--- config.mk ---
export PLATFORM = sky130hd
export DESIGN_NAME = ram_uart_streamer
export DESIGN_NICKNAME = d
export VERILOG_FILES = /design/src/rtl/ram_uart_pkg.sv /design/src/rtl/uart_tx_hs.sv /design/src/rtl/ram_uart_streamer.sv
export SDC_FILE = /design/constraint.sdc
export NUM_CORES = 1
export LEC_CHECK = 0
export BUFFER_PORTS_ARGS = -buffer_cell sky130_fd_sc_hd__buf_4
export CORE_ASPECT_RATIO = 1.1
export CORE_UTILIZATION = 57
export DETAILED_ROUTE_END_ITERATION = 10
export HOLD_SLACK_MARGIN = 0.06
export PLACE_DENSITY = 0.81
export SETUP_SLACK_MARGIN = 0.1
export SLEW_MARGIN = 20
export SYNTH_ARGS = -nofsm -noshare
export SYNTH_HDL_FRONTEND = slang
export SYNTH_SLANG_ARGS = --single-unit
--- constraint.sdc ---
create_clock -name clk -period 2.6 [get_ports clk]
set_input_delay 0.13 -clock clk [delete_from_list [all_inputs] [get_ports clk]]
set_output_delay 0.13 -clock clk [all_outputs]
set_load 0.03 [all_outputs]
--- src/rtl/ram_uart_pkg.sv ---
// Shared definitions for ram_uart_streamer: FSM state encoding and 8N1 frame constants.
package ram_uart_pkg;

  typedef enum logic [2:0] {
    StIdle,
    StRead,
    StWait,
    StSend,
    StNext,
    StDone
  } state_e;

  localparam logic        StartBit  = 1'b0;
  localparam logic        StopBit   = 1'b1;
  localparam int unsigned FrameBits = 10;
  localparam int unsigned ByteW     = 8;

endpackage

--- src/rtl/uart_tx_hs.sv ---
// Valid/ready 8N1 UART transmitter. A byte is taken when tx_valid && tx_ready; the line
// falls the next cycle and tx_ready returns the cycle after the stop bit ends.
module uart_tx_hs
  import ram_uart_pkg::*;
#(
  parameter int unsigned CLK_DIV = 434
) (
  input  logic       clk,
  input  logic       reset,
  input  logic       tx_valid,
  input  logic [7:0] tx_data,
  output logic       tx_ready,
  output logic       txd
);

  localparam int unsigned CntW = (CLK_DIV > 1) ? $clog2(CLK_DIV) : 1;

  logic                 active_q;
  logic [CntW-1:0]      baud_q;
  logic [3:0]           bit_q;
  logic [FrameBits-1:0] frame_q;

  always_ff @(posedge clk or negedge reset) begin
    if (!reset) begin
      active_q <= 1'b0;
      baud_q   <= '0;
      bit_q    <= '0;
      frame_q  <= '1;
    end else if (!active_q) begin
      if (tx_valid) begin
        active_q <= 1'b1;
        baud_q   <= '0;
        bit_q    <= '0;
        frame_q  <= {StopBit, tx_data, StartBit};
      end
    end else if (baud_q == CntW'(CLK_DIV - 1)) begin
      baud_q <= '0;
      if (bit_q == 4'(FrameBits - 1)) begin
        active_q <= 1'b0;
      end else begin
        bit_q   <= bit_q + 1'b1;
        frame_q <= {StopBit, frame_q[FrameBits-1:1]};
      end
    end else begin
      baud_q <= baud_q + 1'b1;
    end
  end

  // Line is forced idle whenever no frame is active, so an async reset drops it high at once.
  assign txd      = active_q ? frame_q[0] : StopBit;
  assign tx_ready = !active_q;

endmodule

--- src/rtl/ram_uart_streamer.sv ---
// RAM-to-UART dump engine: reads `length` words from `base_addr` and sends them LSB byte first.
// Define RAM_UART_CHECKSUM_EN to append a modulo-256 sum trailer byte on non-aborted runs.
module ram_uart_streamer
  import ram_uart_pkg::*;
#(
  parameter int unsigned ADDR_W  = 15,
  parameter int unsigned WORD_W  = 8,
  parameter int unsigned RAM_LAT = 1,
  parameter int unsigned CLK_DIV = 434
) (
  input  logic              clk,
  input  logic              reset,
  input  logic              start,
  input  logic [ADDR_W-1:0] base_addr,
  input  logic [ADDR_W:0]   length,
  input  logic              abort,
  output logic              rd_en,
  output logic [ADDR_W-1:0] address,
  input  logic [WORD_W-1:0] rd_data,
  output logic              uart_txd,
  output logic              busy,
  output logic              done,
  output logic              aborted
);

  localparam int unsigned NBYTES = WORD_W / 8;
  localparam int unsigned BcW    = $clog2(NBYTES + 1);
  localparam int unsigned LatW   = (RAM_LAT > 1) ? $clog2(RAM_LAT) : 1;
  localparam logic [ADDR_W:0] RemainOne = {{ADDR_W{1'b0}}, 1'b1};

  state_e            state_q, state_d;
  logic [ADDR_W-1:0] ptr_q, ptr_d;
  logic [ADDR_W:0]   remain_q, remain_d;
  logic [WORD_W-1:0] word_q, word_d;
  logic [BcW-1:0]    left_q, left_d;
  logic [LatW-1:0]   lat_q, lat_d;
  logic              aborted_q, aborted_d;
  logic              done_q;
  logic              tx_valid, tx_ready;
  logic              abort_now;
`ifdef RAM_UART_CHECKSUM_EN
  logic [7:0]        csum_q, csum_d;
  logic              trailer_q, trailer_d;
`endif

  // A pending abort is remembered in aborted_q, which start clears.
  assign abort_now = abort | aborted_q;

  always_comb begin
    state_d   = state_q;
    ptr_d     = ptr_q;
    remain_d  = remain_q;
    word_d    = word_q;
    left_d    = left_q;
    lat_d     = lat_q;
    aborted_d = aborted_q;
    rd_en     = 1'b0;
    tx_valid  = 1'b0;
`ifdef RAM_UART_CHECKSUM_EN
    csum_d    = csum_q;
    trailer_d = trailer_q;
`endif
    if (abort && state_q != StIdle && state_q != StDone) aborted_d = 1'b1;

    unique case (state_q)
      StIdle: begin
        if (start) begin
          ptr_d     = base_addr;
          remain_d  = length;
          aborted_d = 1'b0;
`ifdef RAM_UART_CHECKSUM_EN
          csum_d    = '0;
          trailer_d = 1'b0;
`endif
          state_d   = (length == '0) ? StDone : StRead;
        end
      end
      StRead: begin
        rd_en   = 1'b1;
        lat_d   = '0;
        state_d = abort_now ? StDone : StWait;
      end
      StWait: begin
        if (abort_now) begin
          state_d = StDone;
        end else if (lat_q == LatW'(RAM_LAT - 1)) begin
          word_d  = rd_data;
          left_d  = BcW'(NBYTES);
          state_d = StSend;
        end else begin
          lat_d = lat_q + 1'b1;
        end
      end
      StSend: begin
        // No new byte is offered once aborting; the frame on the line still finishes.
        tx_valid = (left_q != '0) && !abort_now;
        if (tx_valid && tx_ready) begin
          word_d = word_q >> ByteW;
          left_d = left_q - 1'b1;
`ifdef RAM_UART_CHECKSUM_EN
          if (!trailer_q) csum_d = csum_q + word_q[ByteW-1:0];
`endif
        end else if (tx_ready) begin
          state_d = abort_now ? StDone : StNext;
        end
      end
      StNext: begin
        if (abort_now) begin
          state_d = StDone;
`ifdef RAM_UART_CHECKSUM_EN
        end else if (trailer_q) begin
          state_d = StDone;
        end else if (remain_q == RemainOne) begin
          word_d    = WORD_W'(csum_q);
          left_d    = BcW'(1);
          trailer_d = 1'b1;
          state_d   = StSend;
`endif
        end else begin
          ptr_d    = ptr_q + 1'b1;
          remain_d = remain_q - 1'b1;
          state_d  = (remain_q == RemainOne) ? StDone : StRead;
        end
      end
      StDone: state_d = StIdle;
      default: state_d = StIdle;
    endcase
  end

  always_ff @(posedge clk or negedge reset) begin
    if (!reset) begin
      state_q   <= StIdle;
      ptr_q     <= '0;
      remain_q  <= '0;
      word_q    <= '0;
      left_q    <= '0;
      lat_q     <= '0;
      aborted_q <= 1'b0;
      done_q    <= 1'b0;
    end else begin
      state_q   <= state_d;
      ptr_q     <= ptr_d;
      remain_q  <= remain_d;
      word_q    <= word_d;
      left_q    <= left_d;
      lat_q     <= lat_d;
      aborted_q <= aborted_d;
      done_q    <= (state_q == StDone);
    end
  end

`ifdef RAM_UART_CHECKSUM_EN
  always_ff @(posedge clk or negedge reset) begin
    if (!reset) begin
      csum_q    <= '0;
      trailer_q <= 1'b0;
    end else begin
      csum_q    <= csum_d;
      trailer_q <= trailer_d;
    end
  end
`endif

  uart_tx_hs #(
    .CLK_DIV (CLK_DIV)
  ) u_tx (
    .clk      (clk),
    .reset    (reset),
    .tx_valid (tx_valid),
    .tx_data  (word_q[ByteW-1:0]),
    .tx_ready (tx_ready),
    .txd      (uart_txd)
  );

  assign address = ptr_q;
  assign busy    = (state_q != StIdle);
  assign done    = done_q;
  assign aborted = aborted_q;

endmodule

* Yosys cells after proc, flatten, opt, wreduce, memory -nomap -nowiden
Cells that the tools add are included.
Storage, ports and cells: register bits after elaboration 70
Operators by class: $add $sub $neg 6, eq/ne operators 19, mux-type cells 49, bitwise logic cells 1, reduce and logical (&&, ||, !) cells 18
Operator list (number):
- two-way mux 10 bit | 4
- two-way mux 16 bit | 2
- one-hot mux 16 bit (2 select lines) | 1
- two-way mux 15 bit | 2
- one-hot mux 15 bit (2 select lines) | 1
- two-way mux 3 bit | 9
- two-way mux 9 bit | 3
- two-way mux 8 bit | 3
- inequality test 2 bit, second input constant | 9
- equality test 16 x 1 -> 1 bit, second input constant | 1
- zero test 16 bit | 1
- two-way mux 1 bit | 16
- two-way mux 4 bit | 4
- one-hot mux 8 bit (2 select lines) | 1
- subtractor 16 x 1 -> 16 bit, second input constant | 1
- adder 15 x 1 -> 15 bit, second input constant | 1
- one-hot mux 3 bit (5 select lines) | 1
- adder 9 x 1 -> 9 bit, second input constant | 1
- equality test 9 bit, second input constant | 1
- AND reduction 4 bit | 2
- nonzero test 2 bit | 4
- equality test 3 x 2 -> 1 bit, second input constant | 2
- equality test 3 bit, second input constant | 2
- inequality test 3 bit, second input constant | 2
- other kinds (13) | 19

* Logic depth before layout (Yosys ltp)
Gate-level depths: netlist of run 1.
depth in word-level cells 6, depth in mapped cells 8

* Modules after synthesis
A second synthesis of run 1 with hierarchy kept.
Unflattened totals: cell total of the unflattened synthesis 425, area, all modules 3927.5 sq um
By module, submodules not included:
- ram_uart_streamer | instances 1, cells an instance 305, area each 2660.1 sq um, sequential area each 1126.1 sq um
- uart_tx_hs | instances 1, cells an instance 120, area each 1267.5 sq um, sequential area each 586.8 sq um

* Worst setup path after synthesis of run 1
Ideal clock, no wire load.
path kind flip-flop to flip-flop, start point register u_tx.baud_q[1], end point register u_tx.frame_q[2], arrival 1.907 ns, setup slack 0.608 ns, cell stages (with the launch flop) 9, path buffers 1, cells stage by stage dfrtp_1 -> inv_1 -> ha_1 -> nand4b_2 -> o41ai_4 -> inv_2 -> nor3_2 -> buf_4 -> mux2_1
On the way: longest elaborated chain between the ends 3
Ends and longest elaborated chain:
- start, declared | line uart_tx_hs.sv:19 | logic [CntW-1:0] baud_q;
- start signal, assigned | line uart_tx_hs.sv:45 | baud_q <= baud_q + 1'b1;
- equality test 9 bit | line uart_tx_hs.sv:36 | end else if (baud_q == CntW'(CLK_DIV - 1)) begin
- inequality test 2 bit (no source line)
- AND reduction 3 bit (no source line)
- end signal, assigned | line uart_tx_hs.sv:34 | frame_q <= {StopBit, tx_data, StartBit};
- end signal, assigned | line uart_tx_hs.sv:42 | frame_q <= {StopBit, frame_q[FrameBits-1:1]};
- end, declared | line uart_tx_hs.sv:21 | logic [FrameBits-1:0] frame_q;
No other way between the ends. A chain may end at the register's enable or synchronous reset.

* Worst setup path in the final report of run 1
start point register u_tx.baud_q[1], end point register u_tx.frame_q[3]
Same word-level chain as after synthesis.

==> results of run 1 <==
==> report_power, final <==
group,switching [mW],internal [mW]
logic,1.31,0.940
registers,0.518,1.49
clock network,0.453,0.448
==> metal layers <==
metal  vias up  track usage (%)
met5         -                0
li1       1698                -
met2       112            48.10
met4         0            10.41
met3        15            5.969
met1      1685            35.71
==> state kept, by name, indices dropped and copies added, names as in the netlist <==
name	count
aborted	1
address	15
done	1
left_q	1
remain_q	16
state_q	3
u_tx.active_q	1
u_tx.baud_q	9
u_tx.bit_q	4
u_tx.frame_q	9
word_q	8
==> cell type report <==
class / instances / area [um^2] / area share (%)
Clock buffer: 9 / 123.9 / 2.611
Clock inverter: 7 / 75.07 / 1.583
Inverter: 11 / 41.29 / 0.8705
Multi-Input combinational cell: 315 / 1937 / 40.83
Sequential cell: 68 / 1713 / 36.11
Tap cell: 80 / 100.1 / 2.110
Timing Repair Buffer: 94 / 753.2 / 15.88
==> Yosys cell counts, types with 2 or more instances <==
cell type / number / area [um^2]
sky130_fd_sc_hd__nor2_1: 38 / 142.6
sky130_fd_sc_hd__buf_1: 2 / 7.510
sky130_fd_sc_hd__nand2_1: 41 / 153.9
sky130_fd_sc_hd__mux2_1: 6 / 67.56
sky130_fd_sc_hd__xor2_1: 2 / 17.52
sky130_fd_sc_hd__nor3b_1: 6 / 45.04
sky130_fd_sc_hd__dfstp_2: 9 / 236.5
sky130_fd_sc_hd__and3_1: 2 / 12.51
sky130_fd_sc_hd__ha_1: 7 / 87.58
sky130_fd_sc_hd__o21ai_1: 6 / 30.03
sky130_fd_sc_hd__dfrtp_1: 59 / 1476
sky130_fd_sc_hd__nor3_2: 2 / 20.02
sky130_fd_sc_hd__a2bb2oi_1: 6 / 52.55
sky130_fd_sc_hd__clkbuf_1: 17 / 63.81
sky130_fd_sc_hd__nand2b_1: 2 / 12.51
sky130_fd_sc_hd__o2bb2ai_1: 2 / 17.52
sky130_fd_sc_hd__nand4_1: 3 / 18.77
sky130_fd_sc_hd__o22a_1: 2 / 17.52
sky130_fd_sc_hd__a21oi_1: 34 / 170.2
sky130_fd_sc_hd__o22ai_1: 10 / 62.56
sky130_fd_sc_hd__o21ai_0: 42 / 210.2
sky130_fd_sc_hd__a22o_1: 9 / 78.83
sky130_fd_sc_hd__nor4_1: 8 / 50.05
sky130_fd_sc_hd__nand3_1: 18 / 90.09
sky130_fd_sc_hd__nor3_1: 15 / 75.07
sky130_fd_sc_hd__a32oi_1: 3 / 26.28
sky130_fd_sc_hd__mux2i_1: 3 / 30.03
sky130_fd_sc_hd__mux2_2: 9 / 101.4
sky130_fd_sc_hd__a22oi_1: 6 / 45.04
sky130_fd_sc_hd__buf_2: 3 / 15.01
sky130_fd_sc_hd__inv_1: 10 / 37.54
sky130_fd_sc_hd__nor2b_1: 4 / 25.02
sky130_fd_sc_hd__o31ai_1: 2 / 15.01
sky130_fd_sc_hd__a31oi_1: 5 / 31.28
==> worst max-delay path: stages, from the launching register on <==
cell                       delay [ns]
sky130_fd_sc_hd__dfrtp_1         0.42
sky130_fd_sc_hd__inv_1           0.07
sky130_fd_sc_hd__ha_1            0.16
sky130_fd_sc_hd__nand4b_2        0.17
sky130_fd_sc_hd__o41ai_4         0.52
sky130_fd_sc_hd__inv_2           0.14
sky130_fd_sc_hd__nor3_2          0.13
sky130_fd_sc_hd__buf_4           0.21
sky130_fd_sc_hd__mux2_1          0.35
==> cell families after synthesis <==
kind of cell / Yosys count / synth area share, %
AO/OA/AOI/OAI: 137 / 22.80
AND/OR/NAND/NOR: 151 / 20.28
flip-flops: 68 / 45.30
multiplexers: 18 / 5.261
XOR/XNOR: 2 / 0.4634
adder cells (fa/ha/maj): 7 / 2.316
buffers and inverters: 34 / 3.574
==> worst paths after layout <==
kind	startpoint	end
min in group asynchronous	reset	u_tx.baud_q[2]
hold reg to reg	u_tx.frame_q[1]	u_tx.frame_q[0]
max in group asynchronous	reset	word_q[6]
setup / recovery	u_tx.baud_q[1]	u_tx.frame_q[3]
hold / removal	length[13]	remain_q[13]
setup reg to reg	u_tx.baud_q[1]	u_tx.frame_q[3]
==> cell usage in the layout (no fill, tap or decap), types with 8 or more instances in the layout <==
master                           n
sky130_fd_sc_hd__dlygate4sd3_1  19
sky130_fd_sc_hd__nor2_1         38
sky130_fd_sc_hd__a22o_1          9
sky130_fd_sc_hd__clkbuf_8        9
sky130_fd_sc_hd__nand2_1        41
sky130_fd_sc_hd__a21oi_1        34
sky130_fd_sc_hd__inv_1          10
sky130_fd_sc_hd__nor4_1          8
sky130_fd_sc_hd__o22ai_1        10
sky130_fd_sc_hd__nor3_1         15
sky130_fd_sc_hd__o21ai_0        41
sky130_fd_sc_hd__nand3_1        18
sky130_fd_sc_hd__mux2_2          9
sky130_fd_sc_hd__dfstp_2         9
sky130_fd_sc_hd__dfrtp_1        59
sky130_fd_sc_hd__buf_4          75
==> impl_metrics.sql, run 1 <==
INSERT INTO impl_metrics (metric_group, metric, value, unit) VALUES
('route', 'ant_nets', '0', ''),
('finish', 'fillCellCount', '435', ''),
('synth', 'synth_cells', '417', ''),
('die', 'dieArea', '6963', 'um^2'),
('route', 'via_per_inst', '6.010', ''),
('setup_path', 'start_kind', 'register', ''),
('clock_network', 'postCtsHoldBufs', '19', ''),
('sta', 'fin_hold_ws', '0.07679', 'ns'),
('sta', 'worst_clock_skew', '0.008114', 'ns'),
('placed_design', 'place.port_buffers', '62', ''),
('sta', 'post_route_clock_period_utilization', '86.84', '%'),
('clock_network', 'postCtsResizedCells', '0', ''),
('finish', 'fin_nets', '549', ''),
('finish', 'final_cell_count_no_fill', '584', ''),
('sta', 'grt_setup_unrepaired', 'no', ''),
('setup_path', 'rrSetupSlack', '0.34', 'ns'),
('clock_network', 'worstSkewPairLatency', '0.35', 'ns'),
('hold_path', 'worstHoldPathType', 'input pin to register', ''),
('die', 'core_region_area', '6269', 'um^2'),
('route', 'dr_total_vias', '3510', ''),
('placed_design', 'dp_hpwl', '6.365', 'mm'),
('finish', 'final_area', '4743', 'um^2'),
('placed_design', 'place_ws', '0.3607', 'ns'),
('synth', 'netlist-cell-type-count', '58', ''),
('clock_network', 'clock_sink_count', '68', ''),
('sta', 'clock.fmax', '442.9', 'MHz'),
('die', 'die_height', '87.42', 'um'),
('synth', 'synthArstFlopShare', '100.0', '%'),
('global_route', 'groute.usage.overall', '28.43', '%'),
('sta', 'period_minus_slack', '2.258', 'ns'),
('setup_path', 'critPathCaptureType', 'register', ''),
('finish', 'insertedDiodeCount', '0', ''),
('run_status', 'status', 'finished, final reports clean', ''),
('setup_path', 'criticalPathCategory', 'register to register', ''),
('finish', 'final_layout_size_suffix_gt1_share', '24.40', '%'),
('sta', 'timing_hold_violations_final', '0', ''),
('sta', 'fin_setup_tns', '0', 'ns'),
('clock_network', 'clock_tree.buffer_depth', '2', ''),
('die', 'starting_utilization_of_the_core_area', '60.32', '%'),
('route', 'met1_length', '3.984', 'mm'),
('synth', 'ys_seq_elements', '68', ''),
('placed_design', 'post_placement_cell_count', '549', ''),
('hold_path', 'hold_depth', '3', ''),
('sta', 'relSlewSlack', '41.66', '%'),
('synth', 'ys.flop_type', 'sky130_fd_sc_hd__dfrtp_1', ''),
('setup_path', 'timing.reg2reg.worst_path_depth', '8', ''),
('clock_network', 'numCtsBuffers', '9', ''),
('finish', 'post-route-util', '75.67', '%'),
('clock_network', 'cts_tree', 'done', ''),
('route', 'met2WireLength', '4.916', 'mm'),
('setup_path', 'critical_path.max_fanout', '11', ''),
('placed_design', 'place_area', '4354', 'um^2'),
('synth', 'synth_area_per_cell', '9.067', 'um^2'),
('global_route', 'grt_first_pass_wirelength', '15.14', 'mm'),
('global_route', 'grt_start_max_net_pins', '69', ''),
('sta', 'slew_violations', '0', ''),
('route', 'drt_first_pass_iters', '5', ''),
('die', 'row_count', '30', ''),
('finish', 'syn2layout_area_growth', '25.45', '%'),
('clock_network', 'cts.reportedPaths.clkPinSlew', '0.08', 'ns'),
('synth', 'netlist_area', '3781', 'um^2'),
('clock_network', 'clockRootBuffer', 'sky130_fd_sc_hd__clkbuf_8', ''),
('global_route', 'globalRoute.totalOverflow', '0', ''),
('placed_design', 'finalWeightedCongestion', '0.8895', ''),
('synth', 'yosys_warnings', '0', ''),
('clock_network', 'post_cts.repair.setup_buffers', '0', ''),
('power', 'power.ir.vdd_worst', '0.7334', 'mV'),
('synth', 'synth.yosys.seq_area_share', '45.30', '%'),
('route', 'count_of_unresolved_drc_violations_after_routing', '0', ''),
('sta', 'worst_slew_pin_slew', '0.8752', 'ns'),
('die', 'pin_count', '63', '');
Power figures use the tool's default switching activity.
==> run 2: changes to the inputs <==
--- a/config.mk
+++ b/config.mk
@@ -8,6 +8,7 @@
 export BUFFER_PORTS_ARGS = -buffer_cell sky130_fd_sc_hd__buf_4
 export CORE_ASPECT_RATIO = 1.1
 export CORE_UTILIZATION = 57
+export CTS_BUF_LIST = sky130_fd_sc_hd__clkbuf_16
 export DETAILED_ROUTE_END_ITERATION = 10
 export HOLD_SLACK_MARGIN = 0.06
 export PLACE_DENSITY = 0.81
==> run 2 against run 1 <==
First-iteration DRC count decreased by 3.6%. Non-clock buffer count decreased by 6. Sequential share of layout area is 0.31 points lower. Via count up 1.5%. Flip-flop and latch count unchanged. Routed wire length is 3.8% higher. Register-to-register slack worse by 0.02 ns. Global-route usage rose by 1.3 points. Worst hold slack lost 0.0037 ns. Sequential power is essentially flat. Setup slack worse by 0.021 ns. Die area did not move.
==> impl_metrics.sql, run 2 (synthesis results as in run 1) <==
INSERT INTO impl_metrics (metric_group, metric, value, unit) VALUES
('run_status', 'status', 'finished, final reports clean', ''),
('finish', 'fin_nets', '543', ''),
('die', 'die_height', '87.42', 'um'),
('finish', 'final_layout_size_suffix_gt1_share', '24.70', '%'),
('sta', 'fin_setup_tns', '0', 'ns'),
('route', 'dr_total_vias', '3561', ''),
('route', 'routed_wl_per_cell', '17.07', 'um'),
('sta', 'slew_violations', '0', ''),
('die', 'pin_count', '63', ''),
('finish', 'final_area', '4785', 'um^2'),
('sta', 'relSlewSlack', '42.06', '%'),
('global_route', 'grt.met1_usage', '35.87', '%'),
('setup_path', 'critPathCaptureType', 'register', ''),
('global_route', 'grt_util_met3', '5.026', '%'),
('clock_network', 'clock_sink_count', '68', ''),
('clock_network', 'worstSkewPairLatency', '0.33', 'ns'),
('power', 'power_frac_clock', '22.5', '%'),
('setup_path', 'critical_path.max_fanout', '11', ''),
('sta', 'period_minus_slack', '2.279', 'ns'),
('sta', 'final-setup-viol-count', '0', ''),
('die', 'row_count', '30', ''),
('clock_network', 'htree_num_levels', '3', ''),
('power', 'power.leakage', '2.064', 'nW'),
('route', 'count_of_unresolved_drc_violations_after_routing', '0', ''),
('setup_path', 'criticalPathCategory', 'register to register', ''),
('setup_path', 'cp_slowest_stage_delay', '0.51', 'ns'),
('clock_network', 'clock_tree.buffer_depth', '2', ''),
('finish', 'final-seq-area', '1713', 'um^2'),
('setup_path', 'worstPathCellList', 'inv_1, ha_1, nand4b_2, o41ai_4, inv_2, nor3_2, buf_4, mux2_1', ''),
('finish', 'post-route-util', '76.33', '%'),
('finish', 'syn2layout_area_growth', '26.54', '%'),
('setup_path', 'start_kind', 'register', ''),
('power', 'internal-power', '3.181', 'mW'),
('sta', 'clock.fmax', '438.7', 'MHz'),
('finish', 'largest_register_ff_count', '16', ''),
('sta', 'timing_hold_violations_final', '0', ''),
('placed_design', 'finalWeightedCongestion', '0.8895', ''),
('global_route', 'global_route_hottest_layer', 'met2', ''),
('finish', 'final_cell_count_no_fill', '578', ''),
('die', 'core_region_area', '6269', 'um^2'),
('placed_design', 'place.port_buffers', '62', ''),
('hold_path', 'worstHoldPathType', 'input pin to register', ''),
('die', 'die_width', '79.66', 'um'),
('finish', 'max_flop_register', 'remain_q', ''),
('global_route', 'grt_start_max_net_pins', '69', ''),
('global_route', 'grt.met2_usage', '52.76', '%'),
('power', 'switchingPower', '2.339', 'mW'),
('finish', 'layout.cells.most_common_list', 'sky130_fd_sc_hd__buf_4 (75), sky130_fd_sc_hd__dfrtp_1 (59), sky130_fd_sc_hd__nand2_1 (41), sky130_fd_sc_hd__o21ai_0 (41), sky130_fd_sc_hd__nor2_1 (38)', ''),
('finish', 'fillCellCount', '439', ''),
('setup_path', 'slowest_stage', 'sky130_fd_sc_hd__o41ai_4', ''),
('die', 'dieArea', '6963', 'um^2'),
('placed_design', 'post_placement_cell_count', '549', ''),
('placed_design', 'dp_hpwl', '6.365', 'mm'),
('clock_network', 'cts.reportedPaths.clkPinSlew', '0.06', 'ns'),
('finish', 'insertedDiodeCount', '0', ''),
('route', 'ant_nets', '0', ''),
('power', 'p_total', '5.520', 'mW'),
('sta', 'worst_clock_skew', '0.007099', 'ns'),
('power', 'power-per-cell-area', '1154', 'nW/um^2'),
('clock_network', 'cts_tree', 'done', ''),
('placed_design', 'place_ws', '0.3607', 'ns'),
('route', 'via_per_inst', '6.161', ''),
('power', 'power_frac_seq', '36.6', '%'),
('setup_path', 'worst_ep_required_time', '2.85', 'ns'),
('finish', 'mostFrequentLayoutCell', 'sky130_fd_sc_hd__buf_4', ''),
('sta', 'grt_setup_unrepaired', 'no', ''),
('route', 'totalWireLength', '9.868', 'mm'),
('global_route', 'globalRoute.totalOverflow', '0', ''),
('clock_network', 'numCtsBuffers', '9', ''),
('finish', 'multi_input_comb_area', '1937', 'um^2'),
('global_route', 'number_of_global_route_vias_before_repair', '3329', ''),
('die', 'starting_utilization_of_the_core_area', '60.32', '%'),
('route', 'drt_iter0_drc', '244', ''),
('global_route', 'grt_antenna_before_repair', '0', ''),
('sta', 'fin_hold_ws', '0.07307', 'ns'),
('sta', 'worst_slew_pin_slew', '0.8691', 'ns'),
('power', 'netSwitchingFraction', '42.37', '%'),
('run', 'max_cap_violations', '0', ''),
('sta', 'post_route_clock_period_utilization', '87.67', '%'),
('power', 'power.share.combinational', '40.9', '%'),
('power', 'power.ir.vdd_worst', '0.6613', 'mV'),
('sta', 'fin_ws', '0.3207', 'ns'),
('clock_network', 'post_cts.repair.setup_buffers', '0', ''),
('global_route', 'grt_first_pass_wirelength', '15.81', 'mm'),
('global_route', 'groute.usage.overall', '29.71', '%'),
('placed_design', 'place_area', '4354', 'um^2'),
('clock_network', 'clockRootBuffer', 'sky130_fd_sc_hd__clkbuf_16', ''),
('route', 'drt_first_pass_iters', '4', ''),
('setup_path', 'cp.arrival', '2.53', 'ns');
run 2: cell count changes in the layout (fill, tap and decap cells not counted):
| cell | delta |
|---|---|
| sky130_fd_sc_hd__clkbuf_8 | -9 |
| sky130_fd_sc_hd__clkbuf_16 | +9 |
| sky130_fd_sc_hd__dlygate4sd3_1 | -6 |
run 2: power by group through the flow:
stage | clock (mW) | sequential, mW | combinational, mW
finish | 1.24 | 2.02 | 2.26
floorplan | 0 | 2.10 | 1.39
detailed placement | 0 | 2.01 | 2.21
CTS | 1.25 | 2.00 | 2.26
global route | 1.30 | 2.07 | 2.47
global placement | 0 | 1.98 | 2.12
run 2: metal layers:
| metal | vias to the layer above | routed length [um] |
|---|---|---|
| met1 | 1711 | 3957 |
| li1 | 1692 | - |
| met5 | - | 0 |
| met2 | 140 | 5227 |
| met4 | 0 | 197 |
| met3 | 18 | 486 |
run 2: what timing repair did:
item / CTS / global route
gates resized for setup: 0 / 0
hold buffers: 13 / 0
endpoints found under the hold margin: 71 / 0
run 2: area by class of cell:
type / instances / area share [%]
Clock buffer: 9 / 4.707
Tap cell: 80 / 2.092
Timing Repair Buffer: 88 / 14.49
Inverter: 11 / 0.8630
Clock inverter: 7 / 1.569
Sequential cell: 68 / 35.80
Multi-Input combinational cell: 315 / 40.48
run 2: worst paths after layout:
check | cells after the start | slack (ns) | from | to
hold / removal | 3 | 0.07 | base_addr[4] | address[4]
setup / recovery | 8 | 0.32 | u_tx.baud_q[1] | u_tx.frame_q[7]
max in group asynchronous | 2 | 1.58 | reset | address[9]
hold reg to reg | 2 | 0.50 | u_tx.frame_q[1] | u_tx.frame_q[0]
setup reg to reg | 8 | 0.32 | u_tx.baud_q[1] | u_tx.frame_q[7]
min in group asynchronous | 2 | 0.46 | reset | u_tx.baud_q[3]
run 2: worst max-delay path: cells and delay by family (launching register included):
family | cells | cell delay [ns]
adders and majority gates | 1 | 0.17
AOI/OAI and AO/OA | 1 | 0.51
buffers and inverters | 3 | 0.43
and+or+nand+nor | 2 | 0.32
muxes | 1 | 0.36
DFF | 1 | 0.41
